**config.mk**
```make
export PLATFORM = sky130hd
export DESIGN_NAME = booth_seq_mul
export DESIGN_NICKNAME = d
export VERILOG_FILES = /design/src/rtl/booth_seq_mul_pkg.sv /design/src/rtl/booth_seq_mul_adder.sv /design/src/rtl/booth_seq_mul.sv
export SDC_FILE = /design/constraint.sdc
export NUM_CORES = 1
export LEC_CHECK = 0
export ABC_CLOCK_PERIOD_IN_PS = 2820
export CELL_PAD_IN_SITES_DETAIL_PLACEMENT = 2
export CELL_PAD_IN_SITES_GLOBAL_PLACEMENT = 2
export CORE_ASPECT_RATIO = 0.8
export CORE_MARGIN = 1
export CORE_UTILIZATION = 33
export DETAILED_ROUTE_END_ITERATION = 8
export MAX_ROUTING_LAYER = met4
export PLACE_DENSITY_LB_ADDON = 0.1
export SETUP_SLACK_MARGIN = 0.5
export SLEW_MARGIN = 20
export SYNTH_ARGS = -nofsm -noshare
export SYNTH_HDL_FRONTEND = slang
export SYNTH_SLANG_ARGS = --single-unit
```
**constraint.sdc**
```tcl
create_clock -name clk -period 2.82 [get_ports clk]
set_clock_uncertainty 0.05 [all_clocks]
set_input_delay 0.564 -clock clk [delete_from_list [all_inputs] [get_ports clk]]
set_output_delay 0.564 -clock clk [all_outputs]
set_load 0.05 [all_outputs]
```
**src/rtl/booth_seq_mul_pkg.sv**
```systemverilog
// Shared types for the Booth sequential multiplier.
// FSM state encoding and Booth recoding op codes.
package booth_seq_mul_pkg;

   typedef enum logic [1:0] {
      ST_IDLE = 2'd0,
      ST_CALC = 2'd1,
      ST_DONE = 2'd2
   } state_e;

   // Booth recoding of {Q[0], q_1}
   localparam logic [1:0] BOOTH_NOP0 = 2'b00;
   localparam logic [1:0] BOOTH_ADD  = 2'b01;
   localparam logic [1:0] BOOTH_SUB  = 2'b10;
   localparam logic [1:0] BOOTH_NOP1 = 2'b11;

endpackage

```
**src/rtl/booth_seq_mul_adder.sv**
```systemverilog
// Adder/subtractor: sum_o = a_i + b_i (add_sub_i=0) or a_i - b_i (1).
// Ports: a_i, b_i, add_sub_i in; sum_o, carry_o, zero_o, overflow_o out.
module adder #(
   parameter int n = 8
) (
   input  logic [n-1:0] a_i,
   input  logic [n-1:0] b_i,
   input  logic         add_sub_i,
   output logic [n-1:0] sum_o,
   output logic         carry_o,
   output logic         zero_o,
   output logic         overflow_o
);

   logic [n-1:0] b_x;
   logic [n:0]   full;

   // Subtract as a + ~b + 1
   assign b_x  = b_i ^ {n{add_sub_i}};
   assign full = {1'b0, a_i} + {1'b0, b_x}
               + {{n{1'b0}}, add_sub_i};

   assign sum_o      = full[n-1:0];
   assign carry_o    = full[n];
   assign zero_o     = (sum_o == '0);
   assign overflow_o = (a_i[n-1] == b_x[n-1])
                    && (sum_o[n-1] != a_i[n-1]);

endmodule

```
**src/rtl/booth_seq_mul.sv**
```systemverilog
// Radix-2 Booth sequential multiplier, N+1 steps, 2N-bit product.
// Ports: clk, rst, flush, in_valid/in_ready, mul_signed, a, b, out_valid/out_ready, product, busy.
module booth_seq_mul
   import booth_seq_mul_pkg::*;
#(
   parameter int N = 4
) (
   input  logic           clk,
   input  logic           rst,
   input  logic           flush,
   input  logic           in_valid,
   output logic           in_ready,
   input  logic           mul_signed,
   input  logic [N-1:0]   a,
   input  logic [N-1:0]   b,
   output logic           out_valid,
   input  logic           out_ready,
   output logic [2*N-1:0] product,
   output logic           busy
);

   localparam int W  = N + 2;
   localparam int CW = $clog2(N + 1);
   localparam logic [CW-1:0] LAST = CW'(N);

   if (N < 2) begin : g_bad_n
      $error("booth_seq_mul: N must be >= 2");
   end

   state_e         state_q;
   logic [W-1:0]   acc_q, acc_d, acc_sel;
   logic [W-1:0]   m_q, m_ext;
   logic [N:0]     q_q, q_d, q_ext;
   logic           q1_q, q1_d;
   logic [CW-1:0]  cnt_q, cnt_d;
   logic [2*N-1:0] prod_q, prod_d;
   logic           in_ready_q, out_valid_q, busy_q;

   logic [1:0]     booth;
   logic           sub;
   logic [W-1:0]   sum;
   logic           add_unused_c, add_unused_z, add_unused_v;

   adder #(.n(W)) u_adder (
      .a_i        (acc_q),
      .b_i        (m_q),
      .add_sub_i  (sub),
      .sum_o      (sum),
      .carry_o    (add_unused_c),
      .zero_o     (add_unused_z),
      .overflow_o (add_unused_v)
   );

   always_comb begin
      m_ext = mul_signed ? {{2{a[N-1]}}, a}
                         : {2'b00, a};
      q_ext = mul_signed ? {b[N-1], b}
                         : {1'b0, b};
      booth = {q_q[0], q1_q};
      sub   = (booth == BOOTH_SUB);
      unique case (booth)
         BOOTH_ADD, BOOTH_SUB: acc_sel = sum;
         default:              acc_sel = acc_q;
      endcase
      // Arithmetic right shift of {A,Q,q_1}
      acc_d  = {acc_sel[W-1], acc_sel[W-1:1]};
      q_d    = {acc_sel[0], q_q[N:1]};
      q1_d   = q_q[0];
      cnt_d  = cnt_q + CW'(1);
      prod_d = {acc_d[N-2:0], q_d};
   end

   always_ff @(posedge clk) begin
      if (rst) begin
         state_q     <= ST_IDLE;
         acc_q       <= '0;
         m_q         <= '0;
         q_q         <= '0;
         q1_q        <= 1'b0;
         cnt_q       <= '0;
         prod_q      <= '0;
         in_ready_q  <= 1'b1;
         out_valid_q <= 1'b0;
         busy_q      <= 1'b0;
      end else if (flush) begin
         state_q     <= ST_IDLE;
         in_ready_q  <= 1'b1;
         out_valid_q <= 1'b0;
         busy_q      <= 1'b0;
      end else begin
         unique case (state_q)
            ST_IDLE: begin
               if (in_valid && in_ready_q) begin
                  m_q        <= m_ext;
                  q_q        <= q_ext;
                  acc_q      <= '0;
                  q1_q       <= 1'b0;
                  cnt_q      <= '0;
                  state_q    <= ST_CALC;
                  in_ready_q <= 1'b0;
                  busy_q     <= 1'b1;
               end
            end
            ST_CALC: begin
               acc_q <= acc_d;
               q_q   <= q_d;
               q1_q  <= q1_d;
               cnt_q <= cnt_d;
               if (cnt_q == LAST) begin
                  state_q     <= ST_DONE;
                  prod_q      <= prod_d;
                  out_valid_q <= 1'b1;
               end
            end
            ST_DONE: begin
               if (out_ready) begin
                  state_q     <= ST_IDLE;
                  out_valid_q <= 1'b0;
                  in_ready_q  <= 1'b1;
                  busy_q      <= 1'b0;
               end
            end
            default: begin
               state_q     <= ST_IDLE;
               in_ready_q  <= 1'b1;
               out_valid_q <= 1'b0;
               busy_q      <= 1'b0;
            end
         endcase
      end
   end

   assign in_ready  = in_ready_q;
   assign out_valid = out_valid_q;
   assign product   = prod_q;
   assign busy      = busy_q;

endmodule

```
Word level (Yosys, flattened, before mapping)
Cells that the tools add are included.
{"block": "totals", "reg_bits": 34, "input_bits": 14, "out_inout_bits": 11, "wordCells": 58}
{"block": "classes", "addsub": 3, "n_eq_ne": 8, "mux": 22, "bitwise": 4, "reduce_logical": 11}
{"operator": "2-to-1 mux 6 bit", "n": 3}
{"operator": "AND reduction 3 bit", "n": 6}
{"operator": "one-hot mux 6 bit (2 select lines)", "n": 1}
{"operator": "2-to-1 mux 5 bit", "n": 2}
{"operator": "one-hot mux 5 bit (2 select lines)", "n": 1}
{"operator": "one-hot mux 1 bit (3 select lines)", "n": 3}
{"operator": "adder 6 x 1 -> 6 bit", "n": 1}
{"operator": "adder 6 bit", "n": 1}
{"operator": "2-to-1 mux 2 bit", "n": 3}
{"operator": "inequality test 2 bit (second input constant)", "n": 3}
{"operator": "one-hot mux 2 bit (3 select lines)", "n": 1}
{"operator": "one-hot mux 3 bit (2 select lines)", "n": 1}
{"operator": "XOR 6 bit", "n": 1}
{"operator": "2-to-1 mux 1 bit", "n": 5}
{"operator": "equality test 2 x 1 -> 1 bit (second input constant)", "n": 2}
{"operator": "equality test 2 bit (second input constant)", "n": 2}
{"operator": "OR reduction 2 bit", "n": 2}
{"operator": "adder 3 x 1 -> 3 bit (second input constant)", "n": 1}
{"operator": "equality test 3 bit (second input constant)", "n": 1}
{"operator": "2-to-1 mux 3 bit", "n": 1}
{"operator": "NOT 1 bit", "n": 3}
{"operator": "logical NOT 2 bit", "n": 1}
{"operator": "one-hot mux 1 bit (2 select lines)", "n": 1}
{"operator": "nonzero test 2 bit", "n": 1}
{"operator": "logical AND 1 bit", "n": 1}

Depth between registers and ports, before layout
{"block": "logic_depth", "word_depth": 6, "ltp_mapped": 9, "ltp_nobuf": 8}

Hierarchy
From an unflattened synthesis, not the netlist that was laid out.
{"block": "unflattened", "cells_unflattened": 208, "area_unflattened_um2": 1786.7}
{"mod": "booth_seq_mul", "instances": 1, "cells_each": 172, "area_each_um2": 1468.9, "seq_area_each_um2": 640.6}
{"mod": "adder", "instances": 1, "cells_each": 36, "area_each_um2": 317.8, "seq_area_each_um2": 0.0}

Worst setup path after synthesis
OpenSTA, ideal clock, no wires.
{"block": "synth_path", "path_kind": "reg-to-reg", "startpoint": "register q1_q", "endpoint": "register acc_q[3]", "setup_time_ns": 0.132, "arrival_time_ns": 1.916, "t_required_ns": 2.638, "slack_ns": 0.721, "stages_incl_launch_ff": 10, "path_buffers": 1, "period_less_slack_ns": 2.099, "path_cell_list": "dfxtp_1 > inv_1 > ha_1 > buf_2 > mux2_2 > fa_1 > a21o_1 > a21oi_1 > mux2i_1 > a21oi_1"}
{"block": "synth_between", "elab_chain_len": 6, "word_cells_on_any_way": 8, "cone_classes": "2 x add/sub; 2 x eq/ne; 2 x mux; 1 x bitwise; 1 x reduce/logical"}
{"item": "start: declaration", "line": "booth_seq_mul.sv:34", "source": "logic q1_q, q1_d;"}
{"item": "start signal: assignment", "line": "booth_seq_mul.sv:107", "source": "q1_q <= q1_d;"}
{"item": "equality test 2 bit", "line": "booth_seq_mul.sv:60, booth_seq_mul.sv:61"}
{"item": "XOR 6 bit", "line": "booth_seq_mul_adder.sv:19", "source": "assign b_x = b_i ^ {n{add_sub_i}};"}
{"item": "adder 6 bit", "line": "booth_seq_mul_adder.sv:20", "source": "assign full = {1'b0, a_i} + {1'b0, b_x}"}
{"item": "adder 6 x 1 -> 6 bit", "line": "booth_seq_mul_adder.sv:21", "source": "+ {{n{1'b0}}, add_sub_i};"}
{"item": "2-to-1 mux 6 bit (*)", "line": "booth_seq_mul.sv:61", "source": "unique case (booth)"}
{"item": "one-hot mux 6 bit (2 select lines) (*)", "line": "booth_seq_mul.sv:91", "source": "unique case (state_q)"}
{"item": "end signal: assignment", "line": "booth_seq_mul.sv:76", "source": "acc_q <= '0;"}
{"item": "end signal: assignment", "line": "booth_seq_mul.sv:96", "source": "acc_q <= '0;"}
{"item": "end signal: assignment", "line": "booth_seq_mul.sv:105", "source": "acc_q <= acc_d;"}
{"item": "end: declaration", "line": "booth_seq_mul.sv:31", "source": "logic [W-1:0] acc_q, acc_d, acc_sel;"}
Mark *: on every way between the ends. The rest lies on a longest branch, timed or not.
A chain may end at the register's enable or synchronous reset.

Worst setup path in the final report
Same ends and word-level chain as after synthesis.

==> impl_metrics.py <==
metrics = {
    "global_route": {
        "globalRouteOverflowTotal": 0,
        "grt_util_all_layers_pct": 20.5,
        "grt_max_degree": 31,
        "grt_first_pass_wirelength_um": 7620,
        "grt_pass1_vias": 1474,
        "grt_antenna_before_repair": 0,
    },
    "clock_tree": {
        "cts-buffers-inserted": 5,
        "cts_root_buf": "clkbuf_8",
        "post_cts_buffers": 0,
        "cts_tree": "built",
        "clkTransAtPathRegs_ns": 0.07,
        "cts_max_path_buffers": 2,
        "clock_sinks": 32,
        "cts_hold_buffers": 0,
        "ctsResizeCount": 3,
        "h-tree-depth": 2,
        "clkLatencyLatePin_ns": 0.29,
    },
    "sta": {
        "worst_pin_slew_ns": 0.692,
        "rsz0062_at_grt": "false",
        "finalSetupTns_ns": 0,
        "period_share_pct": 78.0,
        "setup_viol": 0,
        "slew_viol_final": 0,
        "holdWs_ns": 0.430,
        "maxSlewHeadroom_pct": 53.7,
        "fin_crit_ns": 2.20,
        "fmax_mhz": 455,
        "hold_viol": 0,
    },
    "synthesis": {
        "yosys_most_used_dff": "dfxtp_1",
        "netlist_instances": 177,
        "synthMuxAreaShare_pct": 9.23,
        "synth_compound_area_share_pct": 13.6,
        "ys_seq_elements": 32,
        "synth_nets": 200,
        "synth-seq-area-share_pct": 38.7,
        "synth_fa_ha_area_share_pct": 7.26,
        "synth_top_family_by_area": "simple AND/OR/NAND/NOR gates",
        "synth_cell_types": 43,
        "synth-xor-area-share_pct": 3.71,
        "synth-edff-count": 0,
        "synth_area_um2": 1650,
        "synth-simple-area-share_pct": 21.3,
        "ys_async_sr_fraction_pct": 0,
        "postSynthAreaPerCell_um2": 9.35,
        "yosysWarnings": 0,
    },
    "drt": {
        "wl_per_cell_um": 18.3,
        "wl_um": 4730,
        "wl_met1_um": 2330,
        "antenna_left": 0,
        "wl_met2_um": 2160,
        "vias": 1392,
        "drt_iter0_markers": 53,
        "drc": 0,
        "highest_layer": "met4",
        "wl_met3_um": 163,
        "drt-pass1-iter-count": 4,
        "avgViaCountPerCell": 5.37,
    },
    "layout": {
        "fill_cells": 493,
        "area_growth_pct": 22.5,
        "fin_nets": 221,
        "stdcell_count": 259,
        "fin_area_um2": 2030,
        "n_antenna_cell": 0,
        "drive_gt1_share_pct": 10.6,
    },
    "power_and_ir_drop": {
        "p_total_mw": 0.992,
        "p_leak_nw": 0.751,
        "power_density_nw_per_um2": 490,
        "irDropWorstVdd_v": 0.000215,
    },
    "setup_path": {
        "cp.required_ns": 2.93,
        "cp-end-kind": "flop",
        "worst-setup-path-type": "flop to flop",
        "slowest_stage": "fa_1",
        "worst-r2r-setup-slack_ns": 0.62,
        "rr_endpoint": "acc_q[3]",
        "cp_cell_sequence": "inv_1 > ha_4 > mux2_2 > fa_1 > a21o_1 > a21oi_2 > mux2i_1 > a21oi_1",
        "r2r-start": "q1_q",
        "r2r_cells": 8,
        "startpoint_type": "flop",
        "max_stage_delay_ns": 0.42,
        "worstPathMaxFanout": 5,
        "cp_data_arrival_time_ns": 2.31,
    },
    "worst_hold_path": {
        "hold_depth": 2,
        "min_to": "out_valid",
        "hp-class": "flop to flop",
        "hp-start": "out_valid",
    },
    "placed_design": {
        "placed_area_um2": 1900,
        "io_buffers": 24,
        "gp_congestion": 0.821,
        "dp_hpwl_um": 3440,
        "dp.cells": 251,
    },
    "die": {
        "die_x_um": 81.2,
        "fp.dieH_um": 65.3,
        "start_util_pct": 35.1,
        "num_rows": 22,
        "die_area_um2": 5300,
        "io_pins": 25,
        "core_um2": 4710,
    },
    "outcome": {
        "outcome": "completed",
    },
    "flow_run": {
        "cap_viol_max_count": 0,
    },
}
[through the flow]
stage	setup slack (ns)	util [%]
detailed placement	0.479	40.4
CTS	0.508	42.7
global placement	0.562	40.4
finish	0.621	43.1
global route	0.510	43.1
floorplan	0.721	-
[kinds of logic (layout without fill, tap and decap cells)]
kind of cell / Yosys count / in the layout
AND/OR/NAND/NOR: 66 / 66
XOR/XNOR: 7 / 7
buffers and inverters: 16 / 38
AO/OA/AOI/OAI: 32 / 32
adder cells (fa/ha/maj): 9 / 9
multiplexers: 15 / 15
flip-flops: 32 / 32
[flip-flops by register name, summed over array words and instances (netlist names)]
register / count
acc_q: 5
busy: 1
cnt_q: 3
in_ready: 1
m_q: 5
out_valid: 1
product: 8
q1_q: 1
q_q: 5
state_q: 2
[worst max-delay path: cells and delay by family, from the launching register on]
kind,cells,cell delay (ns)
multiplexers,2,0.52
flip-flops,1,0.36
adder cells (fa/ha/maj),2,0.62
buffers and inverters,1,0.08
AO/OA/AOI/OAI,3,0.45
[worst max path at each step]
stage | from | to | slack (ns) | cells after the start
finish | q1_q | acc_q[3] | 0.62 | 8
global route | q1_q | acc_q[3] | 0.51 | 8
CTS | q_q[0] | acc_q[2] | 0.51 | 7
detailed placement | q_q[0] | product[7] | 0.48 | 7
global placement | q_q[0] | acc_q[2] | 0.56 | 7
floorplan | q1_q | acc_q[3] | 0.72 | 9
[power by group]
group | total (mW) | internal [mW] | switching (mW)
clock | 0.377 | 0.199 | 0.178
sequential | 0.477 | 0.464 | 0.0130
combinational | 0.138 | 0.0612 | 0.0768
[layout make-up]
type / count / area (um^2) / area share, %
clock buffers: 8 / 90.1 / 4.44
inverters: 3 / 11.3 / 0.556
multi-input cells: 129 / 947 / 46.7
flip-flops and latches: 32 / 641 / 31.6
well taps: 60 / 75.1 / 3.70
repair buffers: 27 / 263 / 13.0
[layout by cell type (no fill, tap or decap), drive strengths merged, types with 2 or more instances in the layout]
master         count
mux2               2
nand3              4
nand2b             5
nor3               6
nand2             14
nor2              25
a21oi              7
nor4               2
xor2               4
clkbuf             8
a311oi             5
dfxtp             32
o21ai              3
a21boi             2
nor4b              2
mux2i             13
a21o               2
a211oi             2
inv                3
ha                 8
a22oi              4
nor2b              2
xnor2              3
clkdlybuf4s50     24
buf                3
[metal layers]
metal	up-vias	global-route usage, %
met5	-	-
met2	26	31.3
li1	665	-
met3	10	4.17
met1	691	26.8
met4	0	7.37
[synth_stat cells (3+ instances only)]
cell type   n  area [um^2]
xnor2_1     3         26.3
xor2_1      4         35.0
dfxtp_1    32          641
o21ai_0     3         15.0
inv_1       3         11.3
ha_1        8          100
a21oi_1     7         35.0
buf_6       3         33.8
clkbuf_1    6         22.5
nor3_1      5         25.0
mux2i_1    13          130
nand3_1     4         20.0
nand2b_1    5         31.3
nand2_1    14         52.6
a22oi_1     4         30.0
a311oi_1    5         43.8
nor2_1     25         93.8
No activity file was read; power rests on OpenSTA's default activity.
